--- src/rtl/deser_bitslip_align_if.sv ---
// Parallel-word and alignment-status bundle between the alignment
// controller and its environment (ISERDES2 side plus pixel parser).
interface deser_bitslip_align_if #(
  parameter int DESER_WIDTH = 6
);
  logic                   i_align_en;
  logic [DESER_WIDTH-1:0] iv_data;
  logic                   o_bitslip;
  logic                   o_aligned;
  logic                   o_align_fail;
  logic [3:0]             ov_slip_cnt;
  logic [DESER_WIDTH-1:0] ov_data;
  logic                   o_data_valid;

  // Environment side: drives enable and raw word, observes status.
  modport master (
    output i_align_en, iv_data,
    input  o_bitslip, o_aligned, o_align_fail, ov_slip_cnt, ov_data, o_data_valid
  );

  // Controller side.
  modport slave (
    input  i_align_en, iv_data,
    output o_bitslip, o_aligned, o_align_fail, ov_slip_cnt, ov_data, o_data_valid
  );
endinterface

--- src/rtl/deser_bitslip_align.sv ---
// Word-alignment controller for one deserialized LVDS channel.
// Compares the registered ISERDES2 word against a training pattern and
// issues single-cycle bitslip pulses until MATCH_NUM consecutive words
// match (lock) or MAX_SLIP rotations have been tried (failure).
module deser_bitslip_align #(
  parameter int                     DESER_WIDTH      = 6,
  parameter logic [DESER_WIDTH-1:0] TRAINING_PATTERN = 6'b111000,
  parameter int                     MATCH_NUM        = 16,
  parameter int                     SLIP_WAIT        = 3,
  parameter int                     MAX_SLIP         = 6
) (
  input  logic                     clk,
  input  logic                     reset,
  deser_bitslip_align_if.slave     bus
);

  typedef enum logic [2:0] {
    ST_IDLE   = 3'd0,
    ST_CHECK  = 3'd1,
    ST_SLIP   = 3'd2,
    ST_WAIT   = 3'd3,
    ST_LOCKED = 3'd4,
    ST_FAIL   = 3'd5
  } state_t;

  localparam logic [7:0] MATCH_LAST = 8'(MATCH_NUM - 1);
  localparam logic [3:0] WAIT_LAST  = 4'(SLIP_WAIT - 1);
  localparam logic [3:0] SLIP_MAX   = 4'(MAX_SLIP);

  state_t                 state_q;
  logic [DESER_WIDTH-1:0] data_q;
  logic [7:0]             match_cnt_q;
  logic [3:0]             wait_cnt_q;
  logic [3:0]             slip_cnt_q;
  logic                   bitslip_q;
  logic                   aligned_q;
  logic                   fail_q;
  logic                   pat_match_s;

  assign pat_match_s = (data_q == TRAINING_PATTERN);

  // Input register: every comparison and the forwarded word use this copy.
  always_ff @(posedge clk) begin
    if (reset) begin
      data_q <= '0;
    end else begin
      data_q <= bus.iv_data;
    end
  end

  // Alignment FSM with its counters and registered status outputs.
  always_ff @(posedge clk) begin
    if (reset) begin
      state_q     <= ST_IDLE;
      match_cnt_q <= 8'd0;
      wait_cnt_q  <= 4'd0;
      slip_cnt_q  <= 4'd0;
      bitslip_q   <= 1'b0;
      aligned_q   <= 1'b0;
      fail_q      <= 1'b0;
    end else if (!bus.i_align_en) begin
      // Dropping enable wins over any transition in the same cycle.
      state_q     <= ST_IDLE;
      match_cnt_q <= 8'd0;
      wait_cnt_q  <= 4'd0;
      slip_cnt_q  <= 4'd0;
      bitslip_q   <= 1'b0;
      aligned_q   <= 1'b0;
      fail_q      <= 1'b0;
    end else begin
      // Bitslip is a pulse: only the CHECK->SLIP transition raises it.
      bitslip_q <= 1'b0;
      case (state_q)
        ST_IDLE: begin
          match_cnt_q <= 8'd0;
          wait_cnt_q  <= 4'd0;
          slip_cnt_q  <= 4'd0;
          aligned_q   <= 1'b0;
          fail_q      <= 1'b0;
          state_q     <= ST_CHECK;
        end
        ST_CHECK: begin
          if (pat_match_s) begin
            match_cnt_q <= match_cnt_q + 8'd1;
            if (match_cnt_q == MATCH_LAST) begin
              state_q   <= ST_LOCKED;
              aligned_q <= 1'b1;
            end else begin
              state_q   <= ST_CHECK;
            end
          end else begin
            // Any mismatch restarts the run, even after partial matches.
            match_cnt_q <= 8'd0;
            if (slip_cnt_q == SLIP_MAX) begin
              state_q <= ST_FAIL;
              fail_q  <= 1'b1;
            end else begin
              state_q   <= ST_SLIP;
              bitslip_q <= 1'b1;
            end
          end
        end
        ST_SLIP: begin
          if (slip_cnt_q < SLIP_MAX) begin
            slip_cnt_q <= slip_cnt_q + 4'd1;
          end else begin
            slip_cnt_q <= slip_cnt_q;
          end
          wait_cnt_q <= 4'd0;
          state_q    <= ST_WAIT;
        end
        ST_WAIT: begin
          // Words are ignored while the ISERDES2 output settles.
          if (wait_cnt_q == WAIT_LAST) begin
            wait_cnt_q  <= 4'd0;
            match_cnt_q <= 8'd0;
            state_q     <= ST_CHECK;
          end else begin
            wait_cnt_q  <= wait_cnt_q + 4'd1;
            state_q     <= ST_WAIT;
          end
        end
        ST_LOCKED: begin
          state_q <= ST_LOCKED;
        end
        ST_FAIL: begin
          state_q <= ST_FAIL;
        end
        default: begin
          state_q     <= ST_IDLE;
          match_cnt_q <= 8'd0;
          wait_cnt_q  <= 4'd0;
          slip_cnt_q  <= 4'd0;
          aligned_q   <= 1'b0;
          fail_q      <= 1'b0;
        end
      endcase
    end
  end

  assign bus.o_bitslip    = bitslip_q;
  assign bus.o_aligned    = aligned_q;
  assign bus.o_data_valid = aligned_q;
  assign bus.o_align_fail = fail_q;
  assign bus.ov_slip_cnt  = slip_cnt_q;
  assign bus.ov_data      = data_q;

endmodule

--- src/flat_wrapper.sv ---
// flat-port wrapper written by rule: the top's interface ports become plain ports
module deser_bitslip_align_flat 
#(
  parameter int                     DESER_WIDTH      = 6,
  parameter logic [DESER_WIDTH-1:0] TRAINING_PATTERN = 6'b111000,
  parameter int                     MATCH_NUM        = 16,
  parameter int                     SLIP_WAIT        = 3,
  parameter int                     MAX_SLIP         = 6
)
  (clk, reset, bus_i_align_en, bus_iv_data, bus_o_bitslip, bus_o_aligned, bus_o_align_fail, bus_ov_slip_cnt, bus_ov_data, bus_o_data_valid);
  deser_bitslip_align_if #(.DESER_WIDTH(DESER_WIDTH)) bus_i ();
  input  logic clk;
  input  logic reset;
  input wire logic [$bits(bus_i.i_align_en)-1:0] bus_i_align_en;
  input wire logic [$bits(bus_i.iv_data)-1:0] bus_iv_data;
  output wire logic [$bits(bus_i.o_bitslip)-1:0] bus_o_bitslip;
  output wire logic [$bits(bus_i.o_aligned)-1:0] bus_o_aligned;
  output wire logic [$bits(bus_i.o_align_fail)-1:0] bus_o_align_fail;
  output wire logic [$bits(bus_i.ov_slip_cnt)-1:0] bus_ov_slip_cnt;
  output wire logic [$bits(bus_i.ov_data)-1:0] bus_ov_data;
  output wire logic [$bits(bus_i.o_data_valid)-1:0] bus_o_data_valid;
  assign bus_i.i_align_en = bus_i_align_en;
  assign bus_i.iv_data = bus_iv_data;
  assign bus_o_bitslip = bus_i.o_bitslip;
  assign bus_o_aligned = bus_i.o_aligned;
  assign bus_o_align_fail = bus_i.o_align_fail;
  assign bus_ov_slip_cnt = bus_i.ov_slip_cnt;
  assign bus_ov_data = bus_i.ov_data;
  assign bus_o_data_valid = bus_i.o_data_valid;
  deser_bitslip_align #(.DESER_WIDTH(DESER_WIDTH), .TRAINING_PATTERN(TRAINING_PATTERN), .MATCH_NUM(MATCH_NUM), .SLIP_WAIT(SLIP_WAIT), .MAX_SLIP(MAX_SLIP)) u_core (.clk(clk), .reset(reset), .bus(bus_i));
endmodule
--- config.mk ---
export PLATFORM = sky130hd
export DESIGN_NAME = deser_bitslip_align_flat
export DESIGN_NICKNAME = d
export VERILOG_FILES = /design/src/rtl/deser_bitslip_align_if.sv /design/src/rtl/deser_bitslip_align.sv /design/src/flat_wrapper.sv
export SDC_FILE = /design/constraint.sdc
export NUM_CORES = 1
export LEC_CHECK = 0
export CELL_PAD_IN_SITES_DETAIL_PLACEMENT = 1
export CELL_PAD_IN_SITES_GLOBAL_PLACEMENT = 1
export CORE_UTILIZATION = 30
export CTS_BUF_LIST = sky130_fd_sc_hd__clkbuf_16
export CTS_CLUSTER_DIAMETER = 50
export DETAILED_ROUTE_END_ITERATION = 16
export PLACE_DENSITY_LB_ADDON = 0.1
export SLEW_MARGIN = 25
export SYNTH_ARGS = -nofsm -noshare
export SYNTH_HDL_FRONTEND = slang
export SYNTH_SLANG_ARGS = --single-unit
--- constraint.sdc ---
create_clock -name clk -period 1.81 [get_ports clk]
set_input_delay 0.362 -clock clk [delete_from_list [all_inputs] [get_ports clk]]
set_output_delay 0.362 -clock clk [all_outputs]
set_load 0.02 [all_outputs]
==> metrics.md <==
| Metric | Value |
|---|---|
| Status | `complete, no violations` |
| Commonest cells post-synth | `dfxtp_1 (28), nor2_1 (19), ha_1 (8)` |
| FF-to-FF Start | `u_core.state_q[2]` |
| Pwr/cell area | `740 nW/um^2` |
| Dpl cells | `215` |
| Max-slew violation count | `0` |
| Final setup viols | `0` |
| LEAKAGE | `0.000616 uW` |
| Antenna viol nets, final | `0` |
| WHS Endpoint | `u_core.bus.o_align_fail` |
| Final Skew | `between 0.002 and 0.0025 ns` |
| H-tree depth | `1` |
| Post-DP HPWL | `2.62 mm` |
| Instance area after placement | `1640 sq um` |
| Yosys top cell by area | `dfxtp_1` |
| Top FF cell, synth | `dfxtp_1` |
| Hold Crit Start | `u_core.bus.o_align_fail` |
| Routed vias/inst | `5.15` |
| Seq/Total Area, Yosys | `41.7%` |
| Post-route cell area | `1720 sq um` |
| Fin cells | `between 200 and 250` |
| Area Growth Syn to Fin | `27.9%` |
| Initial DRC Count | `40` |
| Hold Fails Final Rpt | `0` |
| Peak VDD IR | `321 uV` |
| Die X | `just under 70 microns` |
| Initial Utilization | `32.4%` |
| Clock Sinks | `28` |
| Top-count cell post-synth | `dfxtp_1` |
| Aggregate global routing overflow | `0` |
| Number of global-route vias before repair | `1179` |
| Core outline area | `4140 sq um` |
| ANT cells | `0` |
| Filler cells | `490` |
| Critical path type | `flop to output port` |
| Distinct cells, synth | `41` |
| Bufs and invs on worst path | `1` |
| Crit path DAT | `1.34 ns` |
| Setup bufs post-CTS | `0` |
| Layout cells sized above 1 | `9.47%` |
| CTS buffer count | `3` |
| Netlist Area Pre-Place | `between 1000 and 1500 sq um` |
| Post-Syn Instances | `143` |
| Net Count, Synth | `160` |
| Die ar. | `4750 sq um` |
| Yosys warning count | `0` |
| Fin util | `41.5%` |
| Min cycle time layout | `1.70 ns` |
| Total power | `1270 uW` |
| Clock transition at path regs | `0.07 ns` |
| # Max-Cap Violations | `0` |
| # rows | `23` |
| Top delay family on crit path | `buffers and inverters` |
| Final net count | `187` |
| Worst Hold Path Cells | `2` |
| Fmax | `589 MHz` |
| Wire per inst | `15.4 microns` |
| Slew HR | `58.5%` |
| Root buf cell | `clkbuf_16` |
| Crit path max-delay cell type | `clkdlybuf4s50_1` |
| Boundary Pins | `23` |
| Post-route DRC | `0` |
| Actual slew at the worst max-slew pin | `slightly above 0.6 ns` |
| Max Buffers Root-to-Sink | `2` |
| Crit-path cells | `clkdlybuf4s50_1` |
| First-pass iteration count of the detailed router | `4` |
| Tot GR Track Use | `16.3%` |
| #FFs+latches synth | `28` |
| Final TNS setup | `0 ns` |
| Largest cells by area after synthesis | `dfxtp_1 (42%), ha_1 (7.4%), nor2_1 (5.3%), xor2_1 (3.9%), nor2b_1 (3.3%)` |
| Worst path max stage delay | `0.64 ns` |
| Worst path required time | `1.45 ns` |
| R2r setup slk | `between 0.15 and 0.2 ns` |
| HP Class | `flop to flop` |
| Post-synth ARST share | `0%` |
| Number of synthesized flops with an enable pin | `0` |
| Post-Route WL | `3.38 mm` |
| RSZ-0062 raised after global routing | `no` |
| Fin crit share | `93.9%` |
| Register-to-Register Path Depth | `4` |
| Startpoint Class | `flop` |
| Average cell area after synthesis | `9.40 sq um` |
| GP Congestion | `approximately 0.84` |
| Initial antenna violation count | `0` |
| CP Capture Type | `output port` |
| Worst-Skew Late Latency | `0.26 ns` |
| Die Ht | `a little under 70 microns` |
| CTS tree | `built` |
| Vias | `approximately 1.1k` |
| First-pass GRT wire length | `5.66 mm` |
| Number of buffers added on ports | `22` |
| Largest net degree at the start of global routing | `16` |
| Top-area cell type share of the netlist area | `41.7%` |
| Worst r2r dst | `u_core.match_cnt_q[5]` |
| Crit Path Max Fanout | `5` |
==> routing by layer <==
metal  GRT usage [%]  vias to the layer above  part of all wire [%]
met2            27.5                       22                    48
li1                -                      564                     -
met3            3.78                        6                   3.7
met1            20.1                      535                    46
met5               0                        -                     0
met4            5.87                        0                   1.5
==> worst max-delay path by stage <==
stage	start	to	slack (ns)	cells after the start
floorplan	u_core.bus.ov_slip_cnt[0]	u_core.state_q[1]	0.30	6
global route	u_core.bus.ov_slip_cnt[0]	u_core.state_q[1]	0.04	6
detailed placement	u_core.wait_cnt_q[0]	u_core.match_cnt_q[5]	0.07	6
CTS	u_core.wait_cnt_q[0]	u_core.match_cnt_q[5]	0.07	6
global placement	u_core.wait_cnt_q[0]	u_core.match_cnt_q[5]	0.15	6
finish	u_core.bus.ov_slip_cnt[0]	bus_ov_slip_cnt[0]	0.11	1
==> logic make-up (layout without fill, tap and decap cells) <==
logic type | count (synthesis) | after routing | share of synthesized area, %
simple gates | 61 | 61 | 27.8
flops | 28 | 28 | 41.7
compound gates | 27 | 27 | 13.5
xor+xnor | 10 | 10 | 6.52
buf+inv | 9 | 35 | 2.98
fa+ha+maj | 8 | 8 | 7.45
==> per-stage QoR <==
stage,setup WS [ns],hold slack (ns)
global route,0.0400,0.518
CTS,0.0709,0.499
global placement,0.152,0.474
finish,0.111,0.488
detailed placement,0.0736,0.483
floorplan,0.301,0.434
==> registers in the layout (all words and copies together) (netlist names) <==
| name | flops |
|---|---|
| u_core.wait_cnt_q | 4 |
| u_core.bus.ov_slip_cnt | 4 |
| u_core.bus.o_align_fail | 1 |
| u_core.bus.o_bitslip | 1 |
| u_core.state_q | 3 |
| u_core.bus.o_aligned | 1 |
| u_core.bus.ov_data | 6 |
| u_core.match_cnt_q | 8 |
==> cells in the final DEF, fill, tap and decap left out, types with 5 or more instances in the layout <==
cell type,n
clkdlybuf4s50_1,22
dfxtp_1,27
ha_1,8
inv_1,5
nor2_1,19
nor2b_1,7
xor2_1,6
==> report_power, final <==
group	switching (uW)	total (uW)	internal (uW)	leakage, uW
combinational	53.4	112	58.2	0.000350
sequential	14.9	643	628	0.000228
clock	221	518	297	0.0000385
total	290	1270	983	0.000616
==> what timing repair did <==
action	CTS	global route
hold buffers	0	0
resized for setup	0	2
endpoints found under the setup margin	0	6
hold endpoints to repair	0	0
==> layout make-up <==
type	instances	area [sq um]	area share, %
tap	50	62.6	3.64
multi-input combinational	106	747	43.4
timing repair buffer	26	250	14.6
clock inverter	1	3.75	0.218
sequential	28	562	32.7
clock buffer	3	75.1	4.37
inverter	5	18.8	1.09
Note: power is estimated with default switching activity, not from simulation.
